===== src/rtl/count_pkg.sv =====
// Shared types and default widths for the gated event counter.
package count_pkg;

  typedef enum logic [1:0] {
    StIdle  = 2'd0,
    StArm   = 2'd1,
    StCount = 2'd2,
    StHold  = 2'd3
  } t_gate_state;

  localparam int unsigned CNT_W_DEF  = 16;
  localparam int unsigned GATE_W_DEF = 16;

endpackage


===== src/rtl/async_bit_reg.sv =====
// Single-bit register cell with asynchronous active-high reset to zero.
module async_bit_reg (
  input  logic clk,
  input  logic rst,
  input  logic d_i,
  output logic q_o
);

  always_ff @(posedge clk or posedge rst) begin
    if (rst) begin
      q_o <= 1'b0;
    end else begin
      q_o <= d_i;
    end
  end

endmodule


===== src/rtl/count_gate_ctrl_edge_sync.sv =====
// Two-flop synchroniser for an asynchronous input plus a history flop;
// emits a one-cycle pulse on each synchronised rising edge.
module edge_sync (
  input  logic clk,
  input  logic rst,
  input  logic async_i,
  output logic edge_o
);

  logic meta_q;
  logic sync_q;
  logic prev_q;

  async_bit_reg u_meta (
    .clk (clk),
    .rst (rst),
    .d_i (async_i),
    .q_o (meta_q)
  );

  async_bit_reg u_sync (
    .clk (clk),
    .rst (rst),
    .d_i (meta_q),
    .q_o (sync_q)
  );

  async_bit_reg u_prev (
    .clk (clk),
    .rst (rst),
    .d_i (sync_q),
    .q_o (prev_q)
  );

  assign edge_o = sync_q & ~prev_q;

endmodule


===== src/rtl/count_gate_ctrl.sv =====
// Gated event counter: counts synchronised ev_in rising edges over a programmable
// window of clk cycles and offers the count on a valid/ready handshake.
module count_gate_ctrl
  import count_pkg::*;
#(
  parameter int unsigned CNT_W  = CNT_W_DEF,
  parameter int unsigned GATE_W = GATE_W_DEF
) (
  input  logic              clk,
  input  logic              rst,
  input  logic              start_i,
  input  logic [GATE_W-1:0] gate_len_i,
  input  logic              ev_in_i,
  output logic              busy_o,
  output logic [CNT_W-1:0]  result_o,
  output logic              overflow_o,
  output logic              valid_o,
  input  logic              ready_i
);

  localparam logic [CNT_W-1:0]  CntMax  = {CNT_W{1'b1}};
  localparam logic [GATE_W-1:0] TimerOne = GATE_W'(1);

  t_gate_state       state_q, state_d;
  logic [GATE_W-1:0] gate_q, gate_d;
  logic [GATE_W-1:0] timer_q, timer_d;
  logic [CNT_W-1:0]  cnt_q, cnt_d;
  logic              sat_q, sat_d;
  logic [CNT_W-1:0]  result_q, result_d;
  logic              overflow_q, overflow_d;
  logic              ev_edge;

  edge_sync u_edge_sync (
    .clk     (clk),
    .rst     (rst),
    .async_i (ev_in_i),
    .edge_o  (ev_edge)
  );

  always_comb begin
    state_d    = state_q;
    gate_d     = gate_q;
    timer_d    = timer_q;
    cnt_d      = cnt_q;
    sat_d      = sat_q;
    result_d   = result_q;
    overflow_d = overflow_q;

    unique case (state_q)
      StIdle: begin
        if (start_i) begin
          gate_d  = gate_len_i;
          state_d = StArm;
        end
      end
      StArm: begin
        cnt_d   = '0;
        sat_d   = 1'b0;
        timer_d = gate_q;
        if (gate_q == '0) begin
          result_d   = '0;
          overflow_d = 1'b0;
          state_d    = StHold;
        end else begin
          state_d = StCount;
        end
      end
      StCount: begin
        // Saturate at all-ones; the sticky flag records the lost edges.
        if (ev_edge) begin
          if (cnt_q == CntMax) begin
            sat_d = 1'b1;
          end else begin
            cnt_d = cnt_q + 1'b1;
          end
        end
        timer_d = timer_q - 1'b1;
        if (timer_q == TimerOne) begin
          result_d   = cnt_d;
          overflow_d = sat_d;
          state_d    = StHold;
        end
      end
      StHold: begin
        if (ready_i) begin
          state_d = StIdle;
        end
      end
      default: state_d = StIdle;
    endcase
  end

  always_ff @(posedge clk or posedge rst) begin
    if (rst) begin
      state_q    <= StIdle;
      gate_q     <= '0;
      timer_q    <= '0;
      cnt_q      <= '0;
      sat_q      <= 1'b0;
      result_q   <= '0;
      overflow_q <= 1'b0;
    end else begin
      state_q    <= state_d;
      gate_q     <= gate_d;
      timer_q    <= timer_d;
      cnt_q      <= cnt_d;
      sat_q      <= sat_d;
      result_q   <= result_d;
      overflow_q <= overflow_d;
    end
  end

  assign busy_o     = (state_q != StIdle);
  assign valid_o    = (state_q == StHold);
  assign result_o   = result_q;
  assign overflow_o = overflow_q;

endmodule


===== config.mk =====
export PLATFORM = sky130hd
export DESIGN_NAME = count_gate_ctrl
export DESIGN_NICKNAME = d
export VERILOG_FILES = /design/src/rtl/count_pkg.sv /design/src/rtl/async_bit_reg.sv /design/src/rtl/count_gate_ctrl_edge_sync.sv /design/src/rtl/count_gate_ctrl.sv
export SDC_FILE = /design/constraint.sdc
export NUM_CORES = 1
export LEC_CHECK = 0
export ABC_AREA = 1
export CORE_AREA = 2 2 74 146
export CTS_BUF_LIST = sky130_fd_sc_hd__clkbuf_4 sky130_fd_sc_hd__clkbuf_8
export DETAILED_ROUTE_END_ITERATION = 16
export DIE_AREA = 0 0 76 148
export GPL_TIMING_DRIVEN = 1
export HOLD_SLACK_MARGIN = 0.15
export PLACE_DENSITY = 0.63
export SLEW_MARGIN = 20
export SYNTH_ARGS = -nofsm -noshare
export SYNTH_HDL_FRONTEND = slang
export SYNTH_SLANG_ARGS = --single-unit
export TNS_END_PERCENT = 20

===== constraint.sdc =====
create_clock -name clk -period 3.2 [get_ports clk]
set_input_delay 0.64 -clock clk [delete_from_list [all_inputs] [get_ports clk]]
set_output_delay 0.64 -clock clk [all_outputs]
set_load 0.02 [all_outputs]

Yosys cells after proc, flatten, opt, wreduce, memory -nomap -nowiden
Cells that the tools add are included.
W data, S select, Z words.
{"block": "totals", "output_inout_bits": 19, "wordCells": 48, "ff_bits": 71}
{"block": "classes", "reduce_logical": 7, "n_addsub": 2, "eq_ne": 9, "bitwise": 2, "n_mux": 18}
{"cell": "$pmux W16 S2", "n": 3}
{"cell": "$mux W16", "n": 4}
{"cell": "$add A16 B1 Y16 const B", "n": 1}
{"cell": "$eq A16 B1 Y1 const B", "n": 1}
{"cell": "$eq A16 B16 Y1 const B", "n": 1}
{"cell": "$logic_not A16 Y1", "n": 1}
{"cell": "$sub A16 B1 Y16 const B", "n": 1}
{"cell": "$pmux W2 S4", "n": 1}
{"cell": "$mux W2", "n": 3}
{"cell": "$ne A2 B2 Y1 const B", "n": 3}
{"cell": "$reduce_and A3 Y1", "n": 2}
{"cell": "$mux W1", "n": 5}
{"cell": "$eq A2 B2 Y1 const B", "n": 2}
{"cell": "$pmux W1 S2", "n": 2}
{"cell": "$reduce_bool A2 Y1", "n": 2}
{"cell": "$eq A2 B1 Y1 const B", "n": 1}
{"cell": "$logic_not A2 Y1", "n": 1}
{"cell": "$ne A2 B1 Y1 const B", "n": 1}
{"cell": "$reduce_and A2 Y1", "n": 1}
{"cell": "$and A1 B1 Y1", "n": 1}
{"cell": "$not A1 Y1", "n": 1}

Longest topological paths before layout
{"block": "depth", "ltp_word": 5, "depth_mapped": 11, "depth_no_buf": 11}

Cells and area by module
Synthesis repeated with hierarchy kept, for this count alone.
{"block": "hier_totals", "cells_unflattened": 523, "hier_area_um2": 4035.1}
{"mod": "count_gate_ctrl", "n_inst": 1, "cells_each": 515, "seq_area_each_um2": 1701.6, "area_each_um2": 3938.8}
{"mod": "async_bit_reg", "n_inst": 3, "cells_each": 2, "seq_area_each_um2": 25.0, "area_each_um2": 28.8}
{"mod": "edge_sync", "n_inst": 1, "cells_each": 2, "seq_area_each_um2": 0.0, "area_each_um2": 10.0}

Worst setup path before layout
Ideal clock, no wire load.
{"block": "synth_timing", "path_type": "reg-to-reg", "from": "reg state_q[0]", "to": "reg gate_q[0]", "setup_ps": 125, "path_stages_with_launch": 6, "t_arrival_ps": 1453, "period_less_slack_ps": 1577, "path_slack_ps": 1623, "path_buffers": 1, "cell_sequence": "dfrtp_1 > inv_1 > ha_1 > nand2_1 > buf_2 > mux2_2"}
{"block": "synth_between", "elab_chain_cells": 2}
{"item": "start, declared", "line": "count_gate_ctrl.sv:24", "source": "t_gate_state state_q, state_d;"}
{"item": "start signal, assigned", "line": "count_gate_ctrl.sv:95", "source": "state_q <= StIdle;"}
{"item": "start signal, assigned", "line": "count_gate_ctrl.sv:103", "source": "state_q <= state_d;"}
{"item": "$logic_not A2 Y1", "line": "count_gate_ctrl.sv:49", "source": "unique case (state_q)"}
{"item": "$reduce_and A2 Y1 (no source line)"}
{"item": "end signal, assigned", "line": "count_gate_ctrl.sv:104", "source": "gate_q <= gate_d;"}
{"item": "end, declared", "line": "count_gate_ctrl.sv:25", "source": "logic [GATE_W-1:0] gate_q, gate_d;"}
Every way passes these cells.
A chain may end at the register's enable or synchronous reset.

Final worst setup path
{"block": "layout_timing", "from": "reg state_q[0]", "to": "out busy_o"}
{"block": "layout_between", "elab_chain_cells": 1}
{"item": "$reduce_bool A2 Y1", "line": "count_gate_ctrl.sv:113", "source": "assign busy_o = (state_q != StIdle);"}
{"item": "end, declared", "line": "count_gate_ctrl.sv:14", "source": "output logic busy_o,"}
Every way passes these cells.

==> results.toml <==
[outcome]
outcome = "complete, no violations"

[synth]
synthArstFlopShare_pct = 100.0
synth.most_common_cell = "nand2_1"
synth-edff-count = 0
synth_cell_types = 36
synth_xor_area_share_pct = 2.219
synthAdderAreaFrac_pct = 2.536
syn-num-nets = 526
synth-seq-cells = 71
ys_seq_area_share_pct = 45.02
netlist_top_cells_count = "nand2_1, dfrtp_1, nand3_1"
synthesis.instances = 497
avgSynthCellArea_um2 = 7.940
synth_top_family_by_area = "simple AND/OR/NAND/NOR gates"
synth.mux.area_fraction_pct = 3.995
synth.area.top_cells = "dfrtp_1, nand2_1, nand3_1"
synth_compound_area_share_pct = 9.734
yosys.area.top_type_share_pct = 45.02
yosysTopAreaCell = "dfrtp_1"
netlist_area_um2 = 3946
synth-main-ff-cell = "dfrtp_1"
synth-simple-area-share_pct = 29.11
synth_warnings = 0

[routing]
routed_wl_mm = 9.399
final_antenna_net_count = 0
avgRoutedWirePerCell_um = 13.88
drtIter0Drc = 176
num_vias = 3433
drt-pass1-iter-count = 4
viasPerCell = 5.071
drcViolationCount = 0

[cts]
cts_tree = "done"
ctsHoldBuffers = 0
cts_resized = 0
cts_made_buffers = 9
cts_max_level = 3
cts.sinks = 71
cts_setup_buffers = 0
clockBufferDepth = 2
path_clk_slew_ns = 0.08
cts_root_buf = "clkbuf_8"
clock_latency_ns = 0.36

[critical_path]
r2r_slack_ns = 0.96
cp.required_ns = 2.56
timing.rr.start = "state_q[0]"
path_common_cell = "inv_1"
crit_path_top_delay_cell = "clkdlybuf4s50_1"
cp-startpoint = "state_q[0]"
critical_path_class = "flip-flop to output pin"
cp_max_fo = 4
reg2reg_to = "cnt_q[7]"
path_cells = "inv_1, ha_1, inv_1, clkdlybuf4s50_1"
crit_end = "busy_o"
r2r.worst_path.cells = 6
end_kind = "output pin"
crit_arrival_ns = 1.79
max_stage_delay_ns = 0.60
cp-start-kind = "flip-flop"

[die]
start_util_pct = 39.13
die-area_um2 = 11250
io_pins = 40
die_height_um = 148
num_rows = 52
coreArea_um2 = 10080
die_x_um = 76

[sta]
slew_violations = 0
finalHoldViolCount = 0
tightest_slew_ns = 0.8264
clock_skew_ns = 0.01039
relSlewSlack_pct = 44.57
fin_crit_sh_pct = 76.06
max_freq_mhz = 410.9
min_period_ns = 2.434
fin_setup_tns_ns = 0
setup_violations = 0
rsz0062_at_grt = "no"

[final_layout]
n_antenna_cell = 0
fillers = 1008
syn_to_final_growth_pct = 19.78
fin_nets = 567
drive_above_1_share_pct = 11.81
final_util_pct = 46.87

[power_and_ir_drop]
ir_drop_uv = 694.7
p_leak_nw = 2.191
p_per_area_nw_per_um2 = 938.6

[global_routing]
grt_max_degree = 31
grt_first_pass_wirelength_mm = 16.08
grt_overflow_total = 0
antenna_found_initial = 0
grt_util_all_layers_pct = 17.90
grt_pass1_vias = 3457

[run]
max_cap_violations = 0

[hold_path]
hold_path_class = "flip-flop to flip-flop"
hp-start = "u_edge_sync.u_meta.q_o"

[placed_design]
dp_hpwl_mm = 6.934
port_buffers = 39
gp_congestion = 0.8852
cells by family (layout without fill, tap and decap cells):
| group | count (synthesis) | after routing |
|---|---|---|
| XOR/XNOR | 10 | 10 |
| AO/OA/AOI/OAI | 73 | 73 |
| flip-flops | 71 | 71 |
| multiplexers | 14 | 14 |
| adder cells (fa/ha/maj) | 8 | 8 |
| buffers and inverters | 68 | 113 |
| AND/OR/NAND/NOR | 253 | 253 |
sequential cells by signal (all words and copies together), names as in the netlist:
signal                  count
cnt_q                      16
gate_q                     16
result_o                   16
timer_q                    16
state_q                     2
overflow_o                  1
sat_q                       1
u_edge_sync.u_meta.q_o      1
u_edge_sync.u_prev.q_o      1
u_edge_sync.u_sync.q_o      1
metrics by stage:
| stage | worst slack [ns] | hold WS, ns | cell area, um^2 | total power [mW] | std cells |
|---|---|---|---|---|---|
| final | 0.7661 | 0.3585 | 4727 | 4.437 | 677 |
| after global routing | 0.7155 | 0.3645 | 4727 | 4.822 | 677 |
| after CTS | 0.7760 | 0.3618 | 4727 | 4.476 | 677 |
| after floorplan | 0.7634 | 0.3312 | 3946 | 2.936 | 497 |
| after global placement | 1.065 | 0.3377 | 4469 | 3.455 | 662 |
| after detailed placement | 1.006 | 0.3428 | 4469 | 3.514 | 662 |
worst min path at each step:
stage,to,cells after the start
2_1_floorplan,u_edge_sync.u_sync.q_o,0
3_3_place_gp,u_edge_sync.u_sync.q_o,0
3_5_place_dp,u_edge_sync.u_sync.q_o,0
4_1_cts,u_edge_sync.u_sync.q_o,0
5_1_grt,u_edge_sync.u_sync.q_o,0
6_report,u_edge_sync.u_sync.q_o,0
power breakdown:
part / switching (mW) / internal (mW)
Combinational: 1.20 / 0.742
Sequential: 0.299 / 1.25
Clock: 0.349 / 0.592
Total: 1.85 / 2.59
placed cells by master (no fill, tap or decap), drive strengths merged, types with 2 or more instances in the layout:
| cell | instances |
|---|---|
| clkdlybuf4s50 | 39 |
| nor3 | 5 |
| dfrtp | 71 |
| mux2 | 14 |
| a21oi | 13 |
| clkinv | 4 |
| bufinv | 4 |
| nand2 | 131 |
| o21ai | 55 |
| xor2 | 8 |
| clkbuf | 9 |
| nand4 | 9 |
| ha | 8 |
| buf | 9 |
| inv | 48 |
| nand3 | 55 |
| xnor2 | 2 |
| o22ai | 2 |
| or2 | 3 |
| nor2 | 48 |
worst max-delay path: cells and delay by family, from the launching register on:
family	cells	cell delay [ns]
buffers and inverters	3	0.79
adder cells (fa/ha/maj)	1	0.23
flip-flops	1	0.42
metal layers:
metal | track usage (%) | vias to the layer above | part of all wire, %
li1 | - | 1691 | -
met1 | 17.61 | 1653 | 36
met4 | 11.27 | 0 | 4.5
met2 | 34.24 | 61 | 57
met3 | 2.869 | 28 | 2.6
met5 | 0 | - | 0
cell type report:
cell class	instances	area, um^2	area share, %
tap	135	168.9	3.573
clock buffer	9	123.9	2.620
multi-input combinational	358	1878	39.73
sequential	71	1777	37.59
clock inverter	6	133.9	2.832
inverter	50	187.7	3.970
timing repair buffer	48	457.9	9.688
(Power assumes the default switching activity.)
==> patch: new RTL, config.mk and constraints unchanged <==
Set the package constant `CNT_W_DEF` to 20 (it was 16).
--- a/src/rtl/count_pkg.sv
+++ b/src/rtl/count_pkg.sv
@@ -9,5 +9,5 @@
   } t_gate_state;
 
-  localparam int unsigned CNT_W_DEF  = 16;
+  localparam int unsigned CNT_W_DEF  = 20;
   localparam int unsigned GATE_W_DEF = 16;
 
Ports: changed (resized result_o); port bits go from 40 to 44. The function was not compared with the original's and may differ.
==> patch against the unedited design <==
  * Area after synthesis rose by 15%
  * Sequential power down 19%
  * Worst setup slack better by 8.1 ps
  * Maximum frequency is 0.34% higher
  * Cell area rose by 12%
  * Clock skew rose by 4.7 ps
  * Worst hold slack better by 4.3 ps
  * Sequential cell count up 8
  * Critical path depth stayed put
  * First-iteration DRC count grew 22%
  * Core utilization up 5.6 points
  * Routed wire length rose by 21%
  * Power fell by 31%
  * Largest cell class unchanged
  * Highest routed layer unchanged
==> patch: results (changes against the unedited design) <==
* Ys async rst share at 100% (unchanged)
* Vias in the first global route at 4138 (+20%)
* Initial antenna violation count at 0 (unchanged)
* Clock Path Buffers at 2 (unchanged)
* Switching share of power at 40.9% (-0.82 points)
* Sequential-to-total area share from yosys stat at 43.7% (-1.3 points)
* Worst VDD drop at 0.302 mV (-57%)
* Clk pin slew, worst setup/hold paths at about 90 ps
* Fraction of final layout cells with drive strength greater than 1 at 11.0% (-0.77 points)
* DR pass1 iterations at 4 (unchanged)
* Worst Hold Class: register to register
* Pin count of the biggest net entering global routing at 80 (+160%)
* Detailed router's first-iteration violation count at 215 (+22%)
* Adder-cell share of the synthesized area at 2.21% (-0.32 points)
* Antenna fix cells at 0 (unchanged)
* Synth cell types at 34 (-5.6%)
* Clock skew at 15.1 ps (+4.72 ps)
* Post-synthesis compound-gate area fraction at 8.60% (-1.1 points)
* Synth top cells by count: 162 x nand2_1, 79 x dfrtp_1, 63 x nor2_1
* Lkg Pwr at 2.61 nW (+19%)
* GR Overflow Total at 0 (unchanged)
* Nets at 658 (+16%)
* Total wire length at 11.4 mm (+21%)
* Number of port buffers at 43 (+10%)
* Total track usage at 21.3% (+3.4 points)
* Max_slew headroom at 48.6% (+4.1 points)
* Crit path largest cell delay at 600 ps (about the same)
* Xor/xnor share of the synthesized area at 1.94% (-0.28 points)
* Area contributors post-synth: dfrtp_1 44%, nand2_1 13%, nor2_1 5.2%
* FILL cells at 1000 (-0.79%)
* Clock latency at the later pin of the worst-skew pair at 380 ps (+20 ps)
* H-tree level count at 3 (unchanged)
* DP Area at 0.00508 mm² (+14%)
* Syn_nets at 620 (+18%)
* Root Buffer: clkbuf_8
* Setup violators final at 0 (unchanged)
* Outcome: completed
* Post-DP HPWL at 8.13 mm (+17%)
* CP max FO at 5 (+1)
* Vias at 4012 (+17%)
* First-pass GRT wire length at 19.0 mm (+18%)
* Multiplexer share of the synthesized area at 2.24% (-1.8 points)
* Post-CTS setup buffers at 0 (unchanged)
* Crit path DAT at 1790 ps (about the same)
* CP max stage cell: clkdlybuf4s50_1
* Resized cells post-CTS at 0 (unchanged)
* Routability cong. at 0.879 (-0.75%)
patch: cell types whose count changed after synthesis, sizes merged, moves of 5 or more:
cell	before	now
nand3	55	67
nor2	48	69
mux2	14	9
nand2	131	166
nand4	9	20
dfrtp	71	79
clkbuf	8	13
o21ai	55	45
inv	48	54
a21oi	13	22
patch: worst paths after layout:
| check | from | end | slack, ps | cells after the start |
|---|---|---|---|---|
| max | state_q[1]$_DFFE_PP0P_ | busy_o | 770 | 4 |
| min | u_edge_sync.u_meta.q_o$_DFF_PP0_ | u_edge_sync.u_sync.q_o$_DFF_PP0_ | 360 | 0 |
| max reg2reg | state_q[0]$_DFFE_PP0P_ | result_o[13]$_DFFE_PP0P_ | 950 | 10 |
| min reg2reg | u_edge_sync.u_meta.q_o$_DFF_PP0_ | u_edge_sync.u_sync.q_o$_DFF_PP0_ | 360 | 0 |
| max in group asynchronous | rst | timer_q[14]$_DFFE_PP0P_ | 2180 | 3 |
| min in group asynchronous | rst | overflow_o$_DFFE_PP0P_ | 670 | 3 |
patch: cell families after synthesis:
family | Yosys count
AO/OA/AOI/OAI | 75
AND/OR/NAND/NOR | 331
adder cells (fa/ha/maj) | 8
XOR/XNOR | 10
flip-flops | 79
buffers and inverters | 79
multiplexers | 9
patch: stage by stage:
step / setup slack (ps) / cells
after detailed placement: 930 / 753
final: 774 / 769
after floorplan: 537 / 591
after CTS: 768 / 769
after global placement: 1020 / 753
after global routing: 713 / 769
patch: layout make-up:
type	instances	area, µm²	share of cell area, %
inverters	57	215	4.07
clock buffers	9	124	2.34
well taps	135	169	3.19
repair buffers	49	488	9.23
clock inverters	7	85.1	1.61
flip-flops and latches	79	1980	37.4
multi-input cells	433	2230	42.2
patch: worst max-delay path: cells and delay by family (launching register included):
| family | cells | cell delay (ps) |
|---|---|---|
| buffers and inverters | 3 | 780 |
| adders and majority gates | 1 | 200 |
| DFF | 1 | 430 |
patch: metal layers:
layer | GRT usage (%) | up-vias | wire (µm)
met5 | 0 | - | 0
met1 | 20.2 | 1884 | 4070
li1 | - | 2002 | -
met2 | 41.6 | 83 | 6390
met3 | 2.56 | 43 | 273
met4 | 14.5 | 0 | 662
patch: power by group through the flow:
stage | sequential, mW | combinational, mW | clock [mW]
after floorplan | 1.22 | 0.806 | 0
after CTS | 1.25 | 1.02 | 0.833
after global placement | 1.27 | 0.991 | 0
after global routing | 1.27 | 1.14 | 0.869
after detailed placement | 1.27 | 1.01 | 0
final | 1.25 | 1.01 | 0.818
